===== src/rtl/voice_scheduler_pkg.sv =====
// -----------------------------------------------------------------------------
// synth_pkg: shared types for the voice scheduler slice.
//   note_t / dur_t / age_t : default-width note number, duration, age
//   sched_state_e          : scheduler FSM states
//   voice_state_t          : snapshot of one voice (gate, freq, remaining, age)
// The DEF_* constants are the default widths; modules carry their own
// parameters so they can be built at other sizes.
// -----------------------------------------------------------------------------
package synth_pkg;

  localparam int unsigned DEF_FREQ_RES_BITS = 7;
  localparam int unsigned DEF_DUR_BITS      = 16;
  localparam int unsigned DEF_AGE_BITS      = 8;

  typedef logic [DEF_FREQ_RES_BITS-1:0] note_t;
  typedef logic [DEF_DUR_BITS-1:0]      dur_t;
  typedef logic [DEF_AGE_BITS-1:0]      age_t;

  typedef enum logic [1:0] {
    IDLE   = 2'd0,
    SCAN   = 2'd1,
    ASSIGN = 2'd2
  } sched_state_e;

  typedef struct packed {
    logic  gate;
    note_t freq;
    dur_t  remaining;
    age_t  age;
  } voice_state_t;

endpackage


===== src/rtl/voice_scheduler_if.sv =====
// -----------------------------------------------------------------------------
// voice_scheduler_if: note-event valid/ready channel.
//   ev_valid    : event present (source -> scheduler)
//   ev_ready    : scheduler can accept (scheduler -> source)
//   ev_note     : note number, octave*12 + semitone
//   ev_duration : length in sample ticks, 0 = note-off
// Modports: master = event source, slave = scheduler.
// -----------------------------------------------------------------------------
interface voice_scheduler_if #(
  parameter int unsigned FREQ_RES_BITS = 7,
  parameter int unsigned DUR_BITS      = 16
);
  logic                     ev_valid;
  logic                     ev_ready;
  logic [FREQ_RES_BITS-1:0] ev_note;
  logic [DUR_BITS-1:0]      ev_duration;

  modport master (output ev_valid, output ev_note, output ev_duration, input ev_ready);
  modport slave  (input ev_valid, input ev_note, input ev_duration, output ev_ready);
endinterface


===== src/rtl/voice_scheduler_slot.sv =====
// -----------------------------------------------------------------------------
// voice_slot: state of a single player voice.
//   clk_i, rst_ni   : clock, async active-low reset
//   load_i          : start note_i for dur_i ticks (gate=1, age=0)
//   release_i       : note-off, gate=0 and remaining=0
//   tick_i          : sample tick; gated voice counts down and ages
//   gate_o, freq_o, age_o : registered voice state
// load/release take precedence over the tick in the same cycle.
// -----------------------------------------------------------------------------
module voice_slot #(
  parameter int unsigned FREQ_RES_BITS = 7,
  parameter int unsigned DUR_BITS      = 16,
  parameter int unsigned AGE_BITS      = 8
) (
  input  logic                     clk_i,
  input  logic                     rst_ni,
  input  logic                     load_i,
  input  logic                     release_i,
  input  logic                     tick_i,
  input  logic [FREQ_RES_BITS-1:0] note_i,
  input  logic [DUR_BITS-1:0]      dur_i,
  output logic                     gate_o,
  output logic [FREQ_RES_BITS-1:0] freq_o,
  output logic [AGE_BITS-1:0]      age_o
);

  logic                     gate_q, gate_d;
  logic [FREQ_RES_BITS-1:0] freq_q, freq_d;
  logic [DUR_BITS-1:0]      rem_q, rem_d;
  logic [AGE_BITS-1:0]      age_q, age_d;

  // Next voice state: load > release > tick countdown.
  always_comb begin
    gate_d = gate_q;
    freq_d = freq_q;
    rem_d  = rem_q;
    age_d  = age_q;
    if (load_i) begin
      gate_d = 1'b1;
      freq_d = note_i;
      rem_d  = dur_i;
      age_d  = {AGE_BITS{1'b0}};
    end else if (release_i) begin
      gate_d = 1'b0;
      rem_d  = {DUR_BITS{1'b0}};
    end else if (tick_i && gate_q) begin
      // The tick that takes remaining to zero also drops the gate.
      if (rem_q <= DUR_BITS'(1)) begin
        gate_d = 1'b0;
        rem_d  = {DUR_BITS{1'b0}};
      end else begin
        gate_d = 1'b1;
        rem_d  = rem_q - DUR_BITS'(1);
      end
      if (age_q != {AGE_BITS{1'b1}}) begin
        age_d = age_q + AGE_BITS'(1);
      end else begin
        age_d = age_q;
      end
    end else begin
      gate_d = gate_q;
    end
  end

  // Voice state registers.
  always_ff @(posedge clk_i or negedge rst_ni) begin
    if (!rst_ni) begin
      gate_q <= 1'b0;
      freq_q <= {FREQ_RES_BITS{1'b0}};
      rem_q  <= {DUR_BITS{1'b0}};
      age_q  <= {AGE_BITS{1'b0}};
    end else begin
      gate_q <= gate_d;
      freq_q <= freq_d;
      rem_q  <= rem_d;
      age_q  <= age_d;
    end
  end

  assign gate_o = gate_q;
  assign freq_o = freq_q;
  assign age_o  = age_q;

endmodule


===== src/rtl/voice_scheduler.sv =====
// -----------------------------------------------------------------------------
// voice_scheduler: allocates note events onto NUM_VOICES player voices.
//   mclk, rst_n    : master clock, async active-low reset
//   ev (slave)     : note event channel (valid/ready, note, duration)
//   voice_freq     : per-voice note number, voice v at [v*FREQ_RES_BITS +: FREQ_RES_BITS]
//   voice_gate     : voice sounding
//   voice_restart  : 1-cycle pulse, player resets its sample index
//   steal          : 1-cycle pulse when a busy voice was displaced
//   active_count   : registered popcount of voice_gate (one cycle behind)
// Optional (macro VOICE_SCHED_STATS_EN): steal_count, drop_count saturating
// 16-bit counters of steals and unmatched note-offs.
// An accepted event is scanned against one voice per cycle, then assigned
// with priority match > free > oldest.
// -----------------------------------------------------------------------------
module voice_scheduler
  import synth_pkg::*;
#(
  parameter int unsigned NUM_VOICES    = 4,
  parameter int unsigned FREQ_RES_BITS = 7,
  parameter int unsigned DUR_BITS      = 16,
  parameter int unsigned TICK_DIV      = 256,
  parameter int unsigned AGE_BITS      = 8
) (
  input  logic                                mclk,
  input  logic                                rst_n,
  voice_scheduler_if.slave                    ev,
  output logic [NUM_VOICES*FREQ_RES_BITS-1:0] voice_freq,
  output logic [NUM_VOICES-1:0]               voice_gate,
  output logic [NUM_VOICES-1:0]               voice_restart,
  output logic                                steal,
  output logic [$clog2(NUM_VOICES):0]         active_count
`ifdef VOICE_SCHED_STATS_EN
  ,
  output logic [15:0]                         steal_count,
  output logic [15:0]                         drop_count
`endif
);

  localparam int unsigned IDX_W   = $clog2(NUM_VOICES);
  localparam int unsigned ACT_W   = IDX_W + 1;
  localparam int unsigned PRESC_W = (TICK_DIV > 1) ? $clog2(TICK_DIV) : 1;

  sched_state_e             state_q, state_d;
  logic [IDX_W-1:0]         idx_q, idx_d;
  logic [FREQ_RES_BITS-1:0] note_q, note_d;
  logic [DUR_BITS-1:0]      dur_q, dur_d;
  logic                     match_found_q, match_found_d;
  logic [IDX_W-1:0]         match_idx_q, match_idx_d;
  logic                     free_found_q, free_found_d;
  logic [IDX_W-1:0]         free_idx_q, free_idx_d;
  logic [IDX_W-1:0]         oldest_idx_q, oldest_idx_d;
  logic [AGE_BITS-1:0]      oldest_age_q, oldest_age_d;
  logic [PRESC_W-1:0]       presc_q, presc_d;
  logic [NUM_VOICES-1:0]    restart_q, restart_d;
  logic                     steal_q, steal_d;
  logic [ACT_W-1:0]         active_q, active_d;

  logic                     tick_s;
  logic [IDX_W-1:0]         target_s;
  logic [NUM_VOICES-1:0]    load_s;
  logic [NUM_VOICES-1:0]    release_s;
  logic [NUM_VOICES-1:0]    slot_gate;
  logic [FREQ_RES_BITS-1:0] slot_freq [NUM_VOICES];
  logic [AGE_BITS-1:0]      slot_age  [NUM_VOICES];

  assign ev.ev_ready = (state_q == IDLE);

  // Sample-tick prescaler; tick is high on the wrapping count.
  always_comb begin
    tick_s = (presc_q == PRESC_W'(TICK_DIV - 1));
    if (tick_s) begin
      presc_d = {PRESC_W{1'b0}};
    end else begin
      presc_d = presc_q + PRESC_W'(1);
    end
  end

  // FSM next state.
  always_comb begin
    state_d = state_q;
    case (state_q)
      IDLE: begin
        if (ev.ev_valid) begin
          state_d = SCAN;
        end else begin
          state_d = IDLE;
        end
      end
      SCAN: begin
        if (idx_q == IDX_W'(NUM_VOICES - 1)) begin
          state_d = ASSIGN;
        end else begin
          state_d = SCAN;
        end
      end
      ASSIGN:  state_d = IDLE;
      default: state_d = IDLE;
    endcase
  end

  // Event latch and scan trackers; each SCAN cycle folds in voice idx_q.
  always_comb begin
    idx_d         = idx_q;
    note_d        = note_q;
    dur_d         = dur_q;
    match_found_d = match_found_q;
    match_idx_d   = match_idx_q;
    free_found_d  = free_found_q;
    free_idx_d    = free_idx_q;
    oldest_idx_d  = oldest_idx_q;
    oldest_age_d  = oldest_age_q;
    if (state_q == IDLE) begin
      if (ev.ev_valid) begin
        note_d        = ev.ev_note;
        dur_d         = ev.ev_duration;
        idx_d         = {IDX_W{1'b0}};
        match_found_d = 1'b0;
        match_idx_d   = {IDX_W{1'b0}};
        free_found_d  = 1'b0;
        free_idx_d    = {IDX_W{1'b0}};
        oldest_idx_d  = {IDX_W{1'b0}};
        oldest_age_d  = {AGE_BITS{1'b0}};
      end else begin
        idx_d = idx_q;
      end
    end else if (state_q == SCAN) begin
      idx_d = idx_q + IDX_W'(1);
      if (!match_found_q && slot_gate[idx_q] && (slot_freq[idx_q] == note_q)) begin
        match_found_d = 1'b1;
        match_idx_d   = idx_q;
      end else begin
        match_found_d = match_found_q;
      end
      if (!free_found_q && !slot_gate[idx_q]) begin
        free_found_d = 1'b1;
        free_idx_d   = idx_q;
      end else begin
        free_found_d = free_found_q;
      end
      // Strictly-greater keeps the lowest index on equal ages.
      if ((idx_q == {IDX_W{1'b0}}) || (slot_age[idx_q] > oldest_age_q)) begin
        oldest_idx_d = idx_q;
        oldest_age_d = slot_age[idx_q];
      end else begin
        oldest_idx_d = oldest_idx_q;
      end
    end else begin
      idx_d = idx_q;
    end
  end

  // FSM outputs: voice strobes and pulse requests issued in ASSIGN.
  always_comb begin
    load_s    = {NUM_VOICES{1'b0}};
    release_s = {NUM_VOICES{1'b0}};
    restart_d = {NUM_VOICES{1'b0}};
    steal_d   = 1'b0;
    if (match_found_q) begin
      target_s = match_idx_q;
    end else if (free_found_q) begin
      target_s = free_idx_q;
    end else begin
      target_s = oldest_idx_q;
    end
    if (state_q == ASSIGN) begin
      if (dur_q != {DUR_BITS{1'b0}}) begin
        load_s[target_s]    = 1'b1;
        restart_d[target_s] = 1'b1;
        steal_d             = !match_found_q && !free_found_q;
      end else if (match_found_q) begin
        release_s[match_idx_q] = 1'b1;
      end else begin
        steal_d = 1'b0;
      end
    end else begin
      steal_d = 1'b0;
    end
  end

  // Population count of the registered gates.
  always_comb begin
    active_d = {ACT_W{1'b0}};
    for (int v = 0; v < int'(NUM_VOICES); v++) begin
      active_d = active_d + ACT_W'(slot_gate[v]);
    end
  end

  // Scheduler state registers.
  always_ff @(posedge mclk or negedge rst_n) begin
    if (!rst_n) begin
      state_q       <= IDLE;
      idx_q         <= {IDX_W{1'b0}};
      note_q        <= {FREQ_RES_BITS{1'b0}};
      dur_q         <= {DUR_BITS{1'b0}};
      match_found_q <= 1'b0;
      match_idx_q   <= {IDX_W{1'b0}};
      free_found_q  <= 1'b0;
      free_idx_q    <= {IDX_W{1'b0}};
      oldest_idx_q  <= {IDX_W{1'b0}};
      oldest_age_q  <= {AGE_BITS{1'b0}};
      presc_q       <= {PRESC_W{1'b0}};
      restart_q     <= {NUM_VOICES{1'b0}};
      steal_q       <= 1'b0;
      active_q      <= {ACT_W{1'b0}};
    end else begin
      state_q       <= state_d;
      idx_q         <= idx_d;
      note_q        <= note_d;
      dur_q         <= dur_d;
      match_found_q <= match_found_d;
      match_idx_q   <= match_idx_d;
      free_found_q  <= free_found_d;
      free_idx_q    <= free_idx_d;
      oldest_idx_q  <= oldest_idx_d;
      oldest_age_q  <= oldest_age_d;
      presc_q       <= presc_d;
      restart_q     <= restart_d;
      steal_q       <= steal_d;
      active_q      <= active_d;
    end
  end

  for (genvar v = 0; v < int'(NUM_VOICES); v++) begin : g_slot
    voice_slot #(
      .FREQ_RES_BITS(FREQ_RES_BITS),
      .DUR_BITS     (DUR_BITS),
      .AGE_BITS     (AGE_BITS)
    ) u_slot (
      .clk_i    (mclk),
      .rst_ni   (rst_n),
      .load_i   (load_s[v]),
      .release_i(release_s[v]),
      .tick_i   (tick_s),
      .note_i   (note_q),
      .dur_i    (dur_q),
      .gate_o   (slot_gate[v]),
      .freq_o   (slot_freq[v]),
      .age_o    (slot_age[v])
    );
    assign voice_freq[v*FREQ_RES_BITS +: FREQ_RES_BITS] = slot_freq[v];
  end

  assign voice_gate    = slot_gate;
  assign voice_restart = restart_q;
  assign steal         = steal_q;
  assign active_count  = active_q;

`ifdef VOICE_SCHED_STATS_EN
  logic [15:0] steal_cnt_q;
  logic [15:0] drop_cnt_q;
  logic        drop_s;

  // A note-off that found no sounding voice with its note is a drop.
  always_comb begin
    drop_s = (state_q == ASSIGN) && (dur_q == {DUR_BITS{1'b0}}) && !match_found_q;
  end

  // Saturating steal/drop statistics.
  always_ff @(posedge mclk or negedge rst_n) begin
    if (!rst_n) begin
      steal_cnt_q <= 16'd0;
      drop_cnt_q  <= 16'd0;
    end else begin
      if (steal_d && (steal_cnt_q != 16'hFFFF)) begin
        steal_cnt_q <= steal_cnt_q + 16'd1;
      end
      if (drop_s && (drop_cnt_q != 16'hFFFF)) begin
        drop_cnt_q <= drop_cnt_q + 16'd1;
      end
    end
  end

  assign steal_count = steal_cnt_q;
  assign drop_count  = drop_cnt_q;
`endif

endmodule

===== src/flat_wrapper.sv =====
// flat-port wrapper written by rule: the top's interface ports become plain ports
module voice_scheduler_flat import synth_pkg::*;
#(
  parameter int unsigned NUM_VOICES    = 4,
  parameter int unsigned FREQ_RES_BITS = 7,
  parameter int unsigned DUR_BITS      = 16,
  parameter int unsigned TICK_DIV      = 256,
  parameter int unsigned AGE_BITS      = 8
)
  (mclk, rst_n, voice_freq, voice_gate, voice_restart, steal, active_count, ev_ev_valid, ev_ev_note, ev_ev_duration, ev_ev_ready);
  voice_scheduler_if #(.FREQ_RES_BITS(FREQ_RES_BITS), .DUR_BITS(DUR_BITS)) ev_i ();
  input  logic mclk;
  input  logic rst_n;
  output logic [NUM_VOICES*FREQ_RES_BITS-1:0] voice_freq;
  output logic [NUM_VOICES-1:0] voice_gate;
  output logic [NUM_VOICES-1:0] voice_restart;
  output logic steal;
  output logic [$clog2(NUM_VOICES):0] active_count;
  input wire logic [$bits(ev_i.ev_valid)-1:0] ev_ev_valid;
  input wire logic [$bits(ev_i.ev_note)-1:0] ev_ev_note;
  input wire logic [$bits(ev_i.ev_duration)-1:0] ev_ev_duration;
  output wire logic [$bits(ev_i.ev_ready)-1:0] ev_ev_ready;
  assign ev_i.ev_valid = ev_ev_valid;
  assign ev_i.ev_note = ev_ev_note;
  assign ev_i.ev_duration = ev_ev_duration;
  assign ev_ev_ready = ev_i.ev_ready;
  voice_scheduler #(.NUM_VOICES(NUM_VOICES), .FREQ_RES_BITS(FREQ_RES_BITS), .DUR_BITS(DUR_BITS), .TICK_DIV(TICK_DIV), .AGE_BITS(AGE_BITS)) u_core (.mclk(mclk), .rst_n(rst_n), .ev(ev_i), .voice_freq(voice_freq), .voice_gate(voice_gate), .voice_restart(voice_restart), .steal(steal), .active_count(active_count));
endmodule

===== config.mk =====
export PLATFORM = sky130hd
export DESIGN_NAME = voice_scheduler_flat
export DESIGN_NICKNAME = d
export VERILOG_FILES = /design/src/rtl/voice_scheduler_pkg.sv /design/src/rtl/voice_scheduler_if.sv /design/src/rtl/voice_scheduler_slot.sv /design/src/rtl/voice_scheduler.sv /design/src/flat_wrapper.sv
export SDC_FILE = /design/constraint.sdc
export NUM_CORES = 1
export LEC_CHECK = 0
export CELL_PAD_IN_SITES_DETAIL_PLACEMENT = 1
export CELL_PAD_IN_SITES_GLOBAL_PLACEMENT = 2
export CORE_MARGIN = 2
export CORE_UTILIZATION = 43
export CTS_BUF_LIST = sky130_fd_sc_hd__clkbuf_8
export CTS_CLUSTER_SIZE = 40
export DETAILED_ROUTE_END_ITERATION = 6
export PLACE_DENSITY = 0.93
export RECOVER_POWER = 25
export SLEW_MARGIN = 20
export SYNTH_ARGS = -nofsm -noshare
export SYNTH_HDL_FRONTEND = slang
export SYNTH_HIERARCHICAL = 1
export SYNTH_SLANG_ARGS = --single-unit

===== constraint.sdc =====
create_clock -name mclk -period 7.6 [get_ports mclk]
set_input_delay 1.14 -clock mclk [delete_from_list [all_inputs] [get_ports mclk]]
set_output_delay 1.14 -clock mclk [all_outputs]
set_load 0.02 [all_outputs]

==> impl_metrics.tcl, run 1 <==
set metrics [dict create \
    status "finished with violations" \
    violations "max-capacitance violations, max-slew violations" \
    yosys.area.top_type "dfrtp_1" \
    synth_area_sq_um 9951 \
    ys_warn_count 6 \
    n_antenna_cell 0 \
    post-place-ws_ns 4.329 \
    p_leak_nw 4.678 \
    fmax_mhz 280.0 \
    fin_crit_sh_pct 46.99 \
    grt-busiest-layer "met2" \
    die_x_microns 156.1 \
    drive_gt1_share_pct 13.09 \
    timing.final.ws_setup_ns 4.029 \
    grt_use_met2_pct 39.09 \
    cts_max_level 4 \
    cp-startpoint "rst_n" \
    routed_wl_microns 28750 \
    drt-initial-drc-count 671 \
    vias_per_cell 6.220 \
    grt_max_degree 89 \
    fin_skew_ns 0.01549 \
    dp_hpwl_microns 19880 \
    synth_top_area_share_pct 47.03 \
    hp-start "u_core/presc_q[6]" \
    start_kind "input port" \
    total_power_mw 3.740 \
    path_max_fanout 88 \
    finalMaxSlewViolations 44 \
    avgSynthCellArea_sq_um 10.68 \
    finish.net_count 1032 \
    synth_ff_type "dfrtp_1" \
    grt_usage_pct 24.45 \
    slowest_stage "clkbuf_1" \
    postCtsSetupBuffers 0 \
    io_buffers 66 \
    vias 7949 \
    power-per-cell-area_nw_per_um2 333.7 \
    irDropWorstVdd_uv 175.7 \
    ys_seq_area_share_pct 47.03 \
    syn_nets 984 \
    die_h_microns 156.1 \
    fill_cells 2479 \
    holdBufCountCts 0 \
    rows 55 \
    synth_area_leaders "dfrtp_1, mux2_2, ha_1" \
    wl_per_cell_microns 22.49 \
    setup_viol 0 \
    crit_type "input port to async pin" \
    hp-class "register to register" \
    path_buf_inv 2 \
    crit_chain "clkbuf_8, clkbuf_1" \
    cts_buffers 17 \
    ant_nets 0 \
    max_slew_margin_pct -67.83 \
    core-area_sq_um 22710 \
    ys_seq_elements 187 \
    first_pass_iters 5 \
    synth_most_common_cell "dfrtp_1" \
    cts_tree "built" \
    finalNonFillerCells 1278 \
    tightest_slew_ns 2.517 \
    place.gp.congestion 0.8133 \
    clk_latency_ns 0.49 \
    utilization_pct 49.35 \
    start_util_pct 43.82 \
    synth_cell_type_count 56 \
    grt_overflow 0 \
    critPathMaxStageDelay_ns 1.84 \
    fin_crit_ns 3.571 \
    hold_viol 0 \
    synthCells 932 \
    cts.clk_slew.worst_paths_ns 0.11 \
    synth_edf_count 0 \
    end_kind "async pin" \
    rsz0062_at_grt "no" \
    met1_usage_pct 34.73 \
    arrival_ns 3.65 \
    reg2reg_from "u_core/dur_q[1]" \
    antenna_found_initial 0 \
    synthArstFlopShare_pct 100.0 \
    placed_cells 1246 \
    first_global_vias 8225 \
    setup_tns_ns 0 \
    cts_resized 0 \
    syn2layout_area_growth_pct 12.62 \
    clock-sinks 187 \
    die_area_sq_um 24370 \
    maxCapViolations 1 \
    crit_family "buffers and inverters" \
    drc_errors 0 \
    synth_common_cells "dfrtp_1, nor2_1, nand2_1, mux2_2, clkbuf_1" \
    cp.required_ns 7.68 \
    cts_root_buf "clkbuf_8" \
    cts.path.max_buffers 2 \
    met3_usage_pct 3.500 \
    io_pins 67 \
    grt_pass1_wl_microns 45950 \
]
## cell families (layout without fill, tap and decap cells)
| group | after synthesis | after routing | synth area share, % |
|---|---|---|---|
| AO/OA/AOI/OAI | 211 | 211 | 15.21 |
| buffers and inverters | 75 | 136 | 3.307 |
| AND/OR/NAND/NOR | 308 | 308 | 15.99 |
| flip-flops | 187 | 187 | 47.03 |
| multiplexers | 89 | 89 | 11.95 |
| XOR/XNOR | 36 | 36 | 3.169 |
| adder cells (fa/ha/maj) | 26 | 26 | 3.345 |
## area by class of cell
cell class              count  area [sq um]  area share, %
clock buffers              17         234.0          2.088
well taps                 285         356.6          3.182
clock inverters            15         147.6          1.317
inverters                  28         105.1         0.9378
multi-input cells         670          4952          44.19
flip-flops and latches    187          4679          41.76
repair buffers             76         732.0          6.531
## layer usage
metal	routed length, microns	share of wire (%)
met3	1073	3.7
met5	0	0
met4	571	2.0
met1	13590	47
met2	13510	47
## stage by stage
stage	cell area [sq um]	hold WS (ns)
final	11210	0.4884
after global routing	11210	0.5072
after CTS	11210	0.4900
after detailed placement	10830	0.4679
after global placement	10830	0.4622
after floorplan	9951	0.4454
## cells in the final DEF, fill, tap and decap left out, drive strengths merged, types with 12 or more instances in the layout
cell type        n
a21oi           26
mux2            57
xor2            12
nor2            83
or3             13
nand3           26
clkbuf          20
inv             38
nand2           66
dfrtp          187
ha              25
xnor2           24
o31ai           22
nor3            30
a221o           28
a22oi           24
clkdlybuf4s50   64
mux4            16
nor4            26
mux2i           16
o21ai           59
## final timing paths
| kind | to | depth (start not counted) | slack [ns] |
|---|---|---|---|
| max | u_core/dur_q[0] | 2 | 4.03 |
| min | u_core/presc_q[6] | 1 | 0.49 |
| max reg2reg | u_core/g_slot[1].u_slot/rem_q[10] | 8 | 4.30 |
| min reg2reg | u_core/presc_q[6] | 1 | 0.49 |
| max in group mclk | u_core/g_slot[1].u_slot/rem_q[10] | 8 | 4.30 |
| min in group asynchronous | u_core/g_slot[0].u_slot/age_o[2] | 1 | 0.70 |
## sequential cells by signal, indices dropped and copies added, names as in the netlist
signal                       cells
u_core/steal                     1
u_core/oldest_idx_q              2
u_core/voice_restart             4
u_core/free_found_q              1
u_core/g_slot.u_slot/gate_o      4
u_core/idx_q                     2
u_core/state_q                   2
u_core/free_idx_q                2
u_core/dur_q                    16
u_core/oldest_age_q              8
u_core/match_found_q             1
u_core/g_slot.u_slot/rem_q      64
u_core/match_idx_q               2
u_core/active_count              3
u_core/g_slot.u_slot/age_o      32
u_core/note_q                    7
u_core/g_slot.u_slot/freq_o     28
u_core/presc_q                   8
## power by group
| group | switching [mW] | internal, mW | leakage, nW | total (mW) |
|---|---|---|---|---|
| registers | 0.395 | 1.24 | 2.39 | 1.64 |
| clock network | 0.416 | 0.246 | 0.198 | 0.662 |
| logic | 0.781 | 0.657 | 2.09 | 1.44 |
No activity file was read; power rests on OpenSTA's default activity.
==> run 2, diff against run 1 <==
CORE_UTILIZATION = 41   (was 43)
PLACE_DENSITY = 0.9   (was 0.93)
clock period = 3.4 ns   (was 7.6 ns; I/O delays follow)
==> impl_metrics.tcl, run 2 (synthesis results as in run 1) <==
set metrics [dict create \
    n_antenna_cell 0 \
    irDropWorstVdd_uv 370.6 \
    first_pass_iters 5 \
    path_max_fanout 10 \
    grt_pass1_wl_microns 47490 \
    start_util_pct 41.28 \
    setup_viol 0 \
    total_power_mw 8.572 \
    start_kind "register" \
    io_pins 67 \
    drc_errors 0 \
    cts_tree "built" \
    crit_type "register to register" \
    clk_latency_ns 0.49 \
    reg2reg_to "u_core/oldest_age_q[1]" \
    setup_tns_ns 0 \
    cp.required_ns 3.80 \
    rsz0062_at_grt "no" \
    vias_per_cell 5.948 \
    fin_skew_ns 0.01982 \
    regMostFlops "u_core/g_slot.u_slot/rem_q" \
    cts_buffers 17 \
    largest_reg_flops 64 \
    multi_input_area_sq_um 4952 \
    ff2ff_setup_slack_ns 0.33 \
    cts.path.max_buffers 2 \
    ant_nets 0 \
    fin_crit_ns 3.073 \
    tightest_slew_ns 1.668 \
    syn2layout_area_growth_pct 14.81 \
    layout_commonest_cell "dfrtp_1" \
    p_leak_nw 4.781 \
    rows 57 \
    power-per-cell-area_nw_per_um2 750.3 \
    regArea_sq_um 4679 \
    status "finished with violations" \
    holdBufCountCts 0 \
    wl_per_cell_microns 21.88 \
    drive_gt1_share_pct 14.84 \
    postCtsSetupBuffers 0 \
    first_global_vias 8205 \
    hp-class "input port to async pin" \
    grt_usage_pct 23.54 \
    routed_wl_microns 29210 \
    antenna_found_initial 0 \
    grt_max_degree 66 \
    vias 7941 \
    fmax_mhz 325.4 \
    die_area_sq_um 25530 \
    cts_root_buf "clkbuf_8" \
    place.gp.congestion 0.8344 \
    cts_resized 0 \
    end_kind "register" \
    grt_overflow 0 \
    violations "max-capacitance violations, max-slew violations" \
    r2r_cells 9 \
    drt-initial-drc-count 558 \
    fill_cells 2701 \
    fin_crit_sh_pct 90.39 \
    max_slew_margin_pct -11.18 \
    cts.clk_slew.worst_paths_ns 0.10 \
    post-place-ws_ns 0.4285 \
    arrival_ns 3.47 \
    layout_common_cells "dfrtp_1, nor2_1, nand2_1, clkdlybuf4s50_1, mux2_2" \
    utilization_pct 47.39 \
    hold_ws_ns 0.4487 \
    cts_max_level 4 \
    io_buffers 66 \
    clock-sinks 187 \
    reg2reg_from "u_core/idx_q[0]" \
    maxCapViolations 1 \
    hold_viol 0 \
    finalMaxSlewViolations 64 \
    die_h_microns 159.8 \
    timing.final.ws_setup_ns 0.3268 \
    finish.net_count 1050 \
    dp_hpwl_microns 20240 \
    die_x_microns 159.8 \
    core-area_sq_um 24110 \
]
==> run 2: power by group <==
part | internal [mW] | leakage, nW | switching (mW)
clock network | 0.560 | 0.205 | 0.954
registers | 2.78 | 2.39 | 0.746
logic | 1.57 | 2.19 | 1.96
==> run 2: worst max path at each step <==
stage                     cells after the start             from  slack, ns                                end
after floorplan                              11  u_core/idx_q[0]       0.57             u_core/oldest_age_q[0]
after global placement                        8  u_core/dur_q[2]       0.53  u_core/g_slot[2].u_slot/rem_q[10]
after detailed placement                      8  u_core/dur_q[1]       0.43  u_core/g_slot[2].u_slot/rem_q[10]
after CTS                                     9  u_core/idx_q[0]       0.34             u_core/oldest_age_q[1]
after global routing                          9  u_core/idx_q[0]       0.04             u_core/oldest_age_q[7]
final                                         9  u_core/idx_q[0]       0.33             u_core/oldest_age_q[1]
==> run 2: per-stage QoR <==
| step | area [sq um] | instances |
|---|---|---|
| 2_1_floorplan | 9951 | 932 |
| 3_3_place_gp | 11030 | 1303 |
| 3_5_place_dp | 11030 | 1303 |
| 4_1_cts | 11430 | 1335 |
| 5_1_grt | 11420 | 1335 |
| 6_report | 11420 | 1335 |
==> run 2: per-layer routing <==
layer | up-vias | GRT usage, % | part of all wire, %
li1 | 3630 | - | -
met1 | 4100 | 33.90 | 48
met2 | 179 | 36.42 | 45
met3 | 32 | 4.857 | 4.5
met4 | 0 | 6.143 | 1.7
met5 | - | 0 | 0
==> run 2: layout make-up <==
| cell class | instances | area share, % |
|---|---|---|
| timing repair buffer | 94 | 7.688 |
| multi-input combinational | 670 | 43.35 |
| sequential | 187 | 40.96 |
| clock buffer | 17 | 2.048 |
| clock inverter | 15 | 1.489 |
| inverter | 28 | 0.9199 |
| tap | 324 | 3.548 |
==> run 2: critical path, stage by stage, from the launching register on <==
cell	delay, ns
dfrtp_1	0.67
mux4_2	0.59
ha_1	0.31
nor2b_1	0.17
o211ai_1	0.11
a21oi_1	0.18
o31ai_1	0.10
a31oi_1	0.39
buf_4	0.26
mux2i_1	0.21
==> RTL edit: new RTL, config.mk and constraints of run 2 <==
Encoding of `sched_state_e`: now one-hot (3 bits for 3 states).
--- a/src/rtl/voice_scheduler_pkg.sv
+++ b/src/rtl/voice_scheduler_pkg.sv
@@ -18,6 +18,6 @@
 
-  typedef enum logic [1:0] {
-    IDLE   = 2'd0,
-    SCAN   = 2'd1,
-    ASSIGN = 2'd2
+  typedef enum logic [2:0] {
+    IDLE   = 3'b001,
+    SCAN   = 3'b010,
+    ASSIGN = 3'b100
   } sched_state_e;
Check against the original RTL: no difference found for any inputs over 4 cycles, from zero or initial values and one cycle with rst_n low; so few cycles prove little.
==> RTL edit against run 2 <==
  * Critical endpoint is now u_core/g_slot[2].u_slot/rem_q[10]$_DFFE_PN0P_
  * Worst hold slack gained 44 ps
  * Synthesized area up 1.3%
  * The flow still finishes with violations (max-capacitance violations, max-slew violations)
  * Cell area grew 1.5%
  * Die area rose by 1.3%
  * Critical path type unchanged
  * Wire length fell by 2.9%
  * Sequential cell count rose by 1
  * Setup slack gained 37 ps
Power is not compared: it rests on default switching activity, and its combinational part moved more than twofold at a synthesized area within 25%.
==> RTL edit: results (changes against run 2) <==
** Status
- The flow ran to the end, but the final reports show violations.
- Violated checks :: max-capacitance violations, max-slew violations

** Finish
- The non-filler instance count after layout was 1369 (+2.5%).
- The net total in the final layout came to 1084 (+3.2%).

** Global routing
- The met2 track demand over resource came to 0.378 (+0.0137).
- Pin count of the biggest net entering global routing :: 95 (+44%)
- The global-route track usage on met1 was 0.304 (-0.0350).
- Met3 Track Usage GR :: 0.0369 (-0.0116)
- The global-route usage over all layers came to 0.224 (-0.0114).

** Timing
- The actual slew at the worst max-slew pin came to 2120 ps (+451 ps).
- Pins over their slew limit :: 36 (-44%)
- The worst clock skew on the final layout was 29.0 ps (+9.18 ps).

** Critical path
- Crit-path max FO :: 8 (-2)
- The data arrival time of the critical path came to 3420 ps (-50 ps).
- Slowest stage cell on the critical path :: sky130_fd_sc_hd__or4_1
- The kind of cell with the highest combined delay along the critical path is simple AND/OR/NAND/NOR gates.

** Logic synthesis
- The compound-gate portion of the synthesized area is 0.152 (about the same).
- After synthesis, the cell types taking the most area are sky130_fd_sc_hd__dfrtp_1, sky130_fd_sc_hd__mux2_2, sky130_fd_sc_hd__nand2_1.
- Adder-cell area share of the yosys netlist :: 0.0330 (-0.000432)
- Number of distinct library cells after synthesis :: 63 (+13%)
- Fraction of the yosys area taken by sequential cells :: 0.467 (-0.00346)
- Most numerous cell types in the synthesized netlist :: sky130_fd_sc_hd__dfrtp_1, sky130_fd_sc_hd__nand2_1, sky130_fd_sc_hd__nor2_1, sky130_fd_sc_hd__mux2_2, sky130_fd_sc_hd__nor3_1
- Portion of netlist area occupied by mux cells :: 0.115 (-0.00489)
- Net count of the mapped netlist :: 1007 (+2.3%)
- The post-synthesis xor/xnor area fraction is 0.0330 (+0.00133).
- Synthesized instance count :: 955 (+2.5%)

** Worst hold path
- In this run the worst hold path is classified as flip-flop to flip-flop.

** Routing
- The via count was 8051 (+1.4%).
- The detailed router's first-iteration violation count was 440 (-21%).
- Met3 layer wire length in the routed design :: 941 um (-29%)

** Placement
- Post-Place Setup Slack :: 367 ps (-61.9 ps)
- Number of cells in the design after placement :: 1336 (+2.5%)
- The detailed placer's ending HPWL came to 20.4 mm (+0.56%).
- Total cell area at the placement stage :: 0.0112 sq mm (+1.4%)

** Clock tree
- CTS clk-pin slew, worst paths :: 120 ps (+20 ps)

** Job
- Number of violations of the max-capacitance limit :: 1 (unchanged)
RTL edit: power groups by stage:
stage | clock network, W | logic [W] | registers [W]
finish | 0.00153 | 0.00151 | 0.00286
global route | 0.00167 | 0.00163 | 0.00290
CTS | 0.00159 | 0.00151 | 0.00285
detailed placement | 0 | 0.00150 | 0.00289
global placement | 0 | 0.00148 | 0.00287
floorplan | 0 | 0.00113 | 0.00274
RTL edit: logic make-up (layout without fill, tap and decap cells):
family,count (synthesis),in the layout
adders and majority gates,26,26
xor gates and xnor gates,38,38
DFF,188,188
buffers and inverters,78,168
muxes,92,92
AOI/OAI and AO/OA,209,209
and+or+nand+nor,324,324
RTL edit: layout make-up:
type / count / area [sq um] / share of cell area
Multi-Input combinational cell: 689 / 4990 / 0.431
Sequential cell: 188 / 4710 / 0.406
Timing Repair Buffer: 106 / 958 / 0.0826
Tap cell: 324 / 405 / 0.0350
Clock buffer: 17 / 234 / 0.0202
Clock inverter: 15 / 189 / 0.0163
Inverter: 30 / 113 / 0.00971
RTL edit: path summary, 6_finish.rpt:
path	start	endpoint	slack (ps)	cells after the start
setup / recovery	u_core/dur_q[0]$_DFFE_PN0P_	u_core/g_slot[2].u_slot/rem_q[10]$_DFFE_PN0P_	360	10
hold / removal	u_core/presc_q[0]$_DFF_PN0_	u_core/presc_q[0]$_DFF_PN0_	490	1
setup reg to reg	u_core/dur_q[0]$_DFFE_PN0P_	u_core/g_slot[2].u_slot/rem_q[10]$_DFFE_PN0P_	360	10
hold reg to reg	u_core/presc_q[0]$_DFF_PN0_	u_core/presc_q[0]$_DFF_PN0_	490	1
max in group asynchronous	rst_n	u_core/active_count[1]$_DFF_PN0_	470	3
min in group asynchronous	rst_n	u_core/g_slot[2].u_slot/age_o[0]$_DFFE_PN0P_	1190	2
